`src/rtl/mem_port_arbiter.sv`:
```
// Two-master arbiter for a shared SRAM-like port: one request forwarded per handshake,
// grant locked until addr_ok, and an owner FIFO that routes data_ok back in issue order.
module mem_port_arbiter #(
    parameter int MAX_OUT    = 4,
    parameter int STARVE_LIM = 4
) (
    input  logic        clk,
    input  logic        resetn,

    input  logic        m0_req,
    input  logic        m0_wr,
    input  logic [1:0]  m0_size,
    input  logic [31:0] m0_addr,
    input  logic [3:0]  m0_wstrb,
    input  logic [31:0] m0_wdata,
    output logic        m0_addr_ok,
    output logic        m0_data_ok,
    output logic [31:0] m0_rdata,

    input  logic        m1_req,
    input  logic        m1_wr,
    input  logic [1:0]  m1_size,
    input  logic [31:0] m1_addr,
    input  logic [3:0]  m1_wstrb,
    input  logic [31:0] m1_wdata,
    output logic        m1_addr_ok,
    output logic        m1_data_ok,
    output logic [31:0] m1_rdata,

    output logic        s_req,
    output logic        s_wr,
    output logic [1:0]  s_size,
    output logic [31:0] s_addr,
    output logic [3:0]  s_wstrb,
    output logic [31:0] s_wdata,
    input  logic        s_addr_ok,
    input  logic        s_data_ok,
    input  logic [31:0] s_rdata,

    output logic        err_spurious
);

    localparam int PTR_W = $clog2(MAX_OUT);
    localparam int CNT_W = PTR_W + 1;
    localparam int STV_W = $clog2(STARVE_LIM + 1);

    logic [PTR_W-1:0]   wr_ptr;
    logic [PTR_W-1:0]   rd_ptr;
    logic [CNT_W-1:0]   count;
    logic [MAX_OUT-1:0] owner_mem;

    logic               locked;
    logic               lock_owner;
    logic [STV_W-1:0]   starve_cnt;
    logic               err_q;

    logic               fifo_empty;
    logic               full;
    logic               starved;
    logic               pop;
    logic               push;
    logic               accept;
    logic               gnt_vld;
    logic               gnt_id;
    logic               sel_req;
    logic               head_id;

    assign fifo_empty = (count == '0);
    assign full       = (count == CNT_W'(MAX_OUT));
    assign starved    = (starve_cnt == STV_W'(STARVE_LIM));
    assign pop        = s_data_ok && !fifo_empty;

    // A pop in the same cycle frees a slot, so a full FIFO still admits a request then.
    always_comb begin
        gnt_vld = 1'b0;
        gnt_id  = 1'b0;
        if (locked) begin
            gnt_vld = 1'b1;
            gnt_id  = lock_owner;
        end else if (full && !pop) begin
            gnt_vld = 1'b0;
        end else if (m0_req && m1_req) begin
            gnt_vld = 1'b1;
            gnt_id  = !starved;
        end else if (m1_req) begin
            gnt_vld = 1'b1;
            gnt_id  = 1'b1;
        end else if (m0_req) begin
            gnt_vld = 1'b1;
            gnt_id  = 1'b0;
        end
    end

    // Master inputs are live during reset, so the forwarded request is gated explicitly.
    assign sel_req = gnt_id ? m1_req : m0_req;
    assign s_req   = resetn && gnt_vld && sel_req;
    assign s_wr    = gnt_id ? m1_wr    : m0_wr;
    assign s_size  = gnt_id ? m1_size  : m0_size;
    assign s_addr  = gnt_id ? m1_addr  : m0_addr;
    assign s_wstrb = gnt_id ? m1_wstrb : m0_wstrb;
    assign s_wdata = gnt_id ? m1_wdata : m0_wdata;

    assign accept     = s_req && s_addr_ok;
    assign push       = accept;
    assign m0_addr_ok = accept && !gnt_id;
    assign m1_addr_ok = accept &&  gnt_id;

    assign head_id    = owner_mem[rd_ptr];
    assign m0_data_ok = pop && !head_id;
    assign m1_data_ok = pop &&  head_id;
    assign m0_rdata   = s_rdata;
    assign m1_rdata   = s_rdata;

    assign err_spurious = err_q;

    // Owner ids are payload only; validity comes from count, so the storage needs no reset.
    always_ff @(posedge clk) begin
        if (push) begin
            owner_mem[wr_ptr] <= gnt_id;
        end
    end

    always_ff @(posedge clk or negedge resetn) begin
        if (!resetn) begin
            wr_ptr <= '0;
            rd_ptr <= '0;
            count  <= '0;
        end else begin
            if (push) begin
                wr_ptr <= wr_ptr + 1'b1;
            end
            if (pop) begin
                rd_ptr <= rd_ptr + 1'b1;
            end
            case ({push, pop})
                2'b10:   count <= count + 1'b1;
                2'b01:   count <= count - 1'b1;
                default: count <= count;
            endcase
        end
    end

    always_ff @(posedge clk or negedge resetn) begin
        if (!resetn) begin
            locked     <= 1'b0;
            lock_owner <= 1'b0;
        end else if (accept) begin
            locked     <= 1'b0;
        end else if (s_req) begin
            locked     <= 1'b1;
            lock_owner <= gnt_id;
        end
    end

    always_ff @(posedge clk or negedge resetn) begin
        if (!resetn) begin
            starve_cnt <= '0;
        end else if (!m0_req || (accept && !gnt_id)) begin
            starve_cnt <= '0;
        end else if (accept && !starved) begin
            starve_cnt <= starve_cnt + 1'b1;
        end
    end

    always_ff @(posedge clk or negedge resetn) begin
        if (!resetn) begin
            err_q <= 1'b0;
        end else if (s_data_ok && fifo_empty) begin
            err_q <= 1'b1;
        end
    end

endmodule

```
`config.mk`:
```
export PLATFORM = sky130hd
export DESIGN_NAME = mem_port_arbiter
export DESIGN_NICKNAME = d
export VERILOG_FILES = /design/src/rtl/mem_port_arbiter.sv
export SDC_FILE = /design/constraint.sdc
export NUM_CORES = 1
export LEC_CHECK = 0
export CAP_MARGIN = 20
export CORE_AREA = 8 8 117 119
export CTS_CLUSTER_DIAMETER = 100
export DETAILED_ROUTE_END_ITERATION = 6
export DIE_AREA = 0 0 125 127
export GPL_TIMING_DRIVEN = 0
export PLACE_DENSITY_LB_ADDON = 0.15
export SYNTH_ARGS = -nofsm -noshare
export SYNTH_HDL_FRONTEND = slang
export SYNTH_SLANG_ARGS = --single-unit
export TNS_END_PERCENT = 20
```
`constraint.sdc`:
```
create_clock -name clk -period 7.4 [get_ports clk]
set_input_delay 1.11 -clock clk [delete_from_list [all_inputs] [get_ports clk]]
set_output_delay 1.11 -clock clk [all_outputs]
set_load 0.05 [all_outputs]
```
==> key figures <==
Drt
  – Vias/cell: between 4 and 5
  – DR vias: around 2,700
  – WL/cell: 22.0 um
  – Initial DRC count: 79
  – 1st-pass router iterations: 4
  – DRT Wirelength: about 15 mm
  – Final antenna-violating net count: 0
  – DRC: 0

Floorplan
  – Core ar.: roughly 0.012 mm^2
  – Row Count: 40
  – DIE AREA: 0.0159 mm^2
  – Die X: 125 um
  – Io pins: approximately 320
  – Die height: 127 um
  – Starting Density: 22.5%

Setup path
  – Worst reg2reg startpoint: count[0]$_DFFE_PN0P_
  – R2R depth: 11
  – Critical path fanouts, max: 16
  – Worst reg-to-reg setup slack: roughly 4700 ps
  – Critical path class: in2out
  – Crit path DAT: roughly 4000 ps
  – CP Launch Type: input port
  – Worst setup startpoint: resetn
  – Crit end category: primary output
  – CP endpoint: m1_addr_ok
  – Worst Path Required: roughly 6300 ps
  – RR Endpoint: count[2]$_DFFE_PN0P_

Clocking
  – Clock root buffer: clkbuf_16
  – CTS tree: done
  – Post-CTS resize count: 0
  – Total clock buffers created by CTS: 3
  – Post-CTS setup buffers: 0
  – Clock H-tree levels: 1
  – Clock net sink count: 17
  – Clock latency on the worst-skew pair: 250 ps
  – Cts hold-fix bufs: 0
  – Clock transition at the registers of the reported paths: 60 ps
  – Buffer depth of the longest clock path: 2

Global route
  – Congestion Overflow GR: 0
  – Antenna violations before repair: 0
  – First-pass GRT wire length: ~21 mm
  – Pin count of the biggest net entering global routing: 17
  – Total Routing Usage GR: between 15 and 20%
  – Vias in the first global route: between 2,000 and 3,000

Layout
  – Finished Core Util: about half
  – Non-filler instance count after layout: 679
  – Area delta synth->final: 119%
  – Post-layout nets: 721
  – Cell area after layout: around 0.0058 mm^2
  – Layout cell share with drive strength beyond 1: between 20% and 30%
  – ANT cells: 0

Synthesis
  – Area leader, netlist: mux2_4
  – Async S/R FF share, synth: between 70% and 80%
  – Post-synth EDFFs: 4
  – Synth Net Count: ~430
  – Synth top area share: 32.8%
  – Primary FF master, synth: dfrtp_1
  – Syn. warnings: 0
  – Post-Syn Instances: 240
  – Yosys cell types: 37
  – Top cells by area, synth: mux2_4, buf_4, dfrtp_1, mux2_2, buf_12
  – Synth Area per Inst: approximately 11 um^2
  – #FFs+latches synth: 17
  – Sequential share of the synthesized area: 16.8%
  – Synth Cell Area: roughly 0.0027 mm^2

Timing
  – Fin crit share: 68.6%
  – Worst hold slack: approximately 460 ps
  – Setup_tns: 0 ps
  – Final Critical Period: approximately 5100 ps
  – Slew @ Worst Pin: ~700 ps
  – Slew Limit Fails: 0
  – RSZ-0062 raised after global routing: no
  – Worst slew margin: between 50 and 60%
  – Final Hold Viols: 0
  – Final setup vio count: 0
  – Fmax: between 150 and 200 MHz
  – Clock skew: about 2.4 ps
  – Setup ws final: 2320 ps

Power
  – Register share of total power: 8.8%
  – NetSw: around 0.95 mW
  – Sw frac: between 50% and 60%
  – Power share of the clock group: under 10%
  – Cell internal pwr: 0.891 mW
  – Total power: 1.84 mW
  – P_leak: between 2 and 3 nW
  – Power Density: between 300 and 400 mW/mm^2
  – Logic pwr share: between 80% and 90%
  – Max IR drop VDD: 0.175 mV

Placement
  – Placed inst area: between 0.005 and 0.006 mm^2
  – DP Worst Slack: around 2200 ps
  – Number of port buffers: about 290
  – Post-Place Cells: roughly 680
  – HPWL after DPL: approximately 13 mm
  – Final RePlAce weighted congestion: between 0.8 and 0.9

Hold path
  – Hold Path Cell Cnt: 1
  – Class of the worst hold path: reg2reg

Run
  – Maxcap violations: 0

Status
  – Status: completed
==> synthesized netlist by cell type, types with 2 or more instances <==
master and number:
buf_4 65, o21ai_0 4, nand3_1 3, xnor2_1 4, ha_1 7, mux2_2 15
dfrtp_1 13, buf_12 7, a21o_1 2, xor2_1 2, a21oi_1 3, mux2_4 58
nor2_1 4, and2_1 3, a31oi_1 2, a221oi_1 2, nor3_1 3, edfxtp_1 4
inv_1 13, nand2b_1 2, nand2_1 5, and3_1 4
==> power groups by stage <==
stage | Combinational [mW] | Clock, mW | Sequential, mW
2_1_floorplan | 1.11 | 0 | 0.166
3_3_place_gp | 1.58 | 0 | 0.162
3_5_place_dp | 1.58 | 0 | 0.165
4_1_cts | 1.59 | 0.116 | 0.163
5_1_grt | 1.64 | 0.120 | 0.169
6_report | 1.57 | 0.114 | 0.162
==> registers in the layout, indices dropped and copies added (netlist names) <==
register,flops
owner_mem,4
wr_ptr,2
rd_ptr,2
locked,1
count,3
starve_cnt,3
lock_owner,1
err_spurious,1
==> critical path, stage by stage <==
cell	delay, ps
clkdlybuf4s50_1	920
nand2_1	110
a21oi_1	450
and2_1	190
buf_2	150
inv_1	110
nor2_1	100
clkdlybuf4s50_1	810
==> per-layer routing <==
| layer | track usage (%) | share of wire (%) | vias to the layer above |
|---|---|---|---|
| met3 | 8.57 | 12 | 9 |
| met2 | 31.2 | 51 | 151 |
| li1 | - | - | 1352 |
| met1 | 18.6 | 36 | 1228 |
| met4 | 2.79 | 0.96 | 0 |
| met5 | 0 | 0 | - |
==> cell usage in the layout (no fill, tap or decap), types with 5 or more instances in the layout <==
cell type        instances
clkdlybuf4s50_1        288
buf_4                   65
mux2_4                  58
mux2_2                  15
inv_1                   13
dfrtp_1                 13
buf_12                   7
ha_1                     7
nand2_1                  5
==> logic make-up (layout without fill, tap and decap cells) <==
kind of cell | after synthesis | count (layout) | share of synthesized area (%)
simple gates | 31 | 31 | 6.75
flops | 17 | 17 | 16.8
mux | 75 | 75 | 40.4
buf+inv | 86 | 378 | 25.7
compound gates | 17 | 17 | 4.29
xor+xnor | 6 | 6 | 1.98
fa+ha+maj | 8 | 8 | 4.06
==> cell type report <==
cell class | count | area (um^2)
clock buffers | 3 | 75.1
repair buffers | 288 | 2880
fillers | 1119 | 6010
inverters | 13 | 48.8
flip-flops and latches | 17 | 445
multi-input cells | 137 | 1530
plain buffers | 73 | 633
well taps | 147 | 184
clock inverters | 1 | 7.51
==> worst min-delay path by stage <==
stage	start	endpoint	slack [ps]
global placement	err_spurious$_DFFE_PN0P_	err_spurious$_DFFE_PN0P_	450
CTS	err_spurious$_DFFE_PN0P_	err_spurious$_DFFE_PN0P_	470
finish	err_spurious$_DFFE_PN0P_	err_spurious$_DFFE_PN0P_	460
floorplan	rd_ptr[1]$_DFFE_PN0P_	rd_ptr[1]$_DFFE_PN0P_	450
global route	err_spurious$_DFFE_PN0P_	err_spurious$_DFFE_PN0P_	490
detailed placement	err_spurious$_DFFE_PN0P_	err_spurious$_DFFE_PN0P_	460
Note: power is estimated with default switching activity, not from simulation.
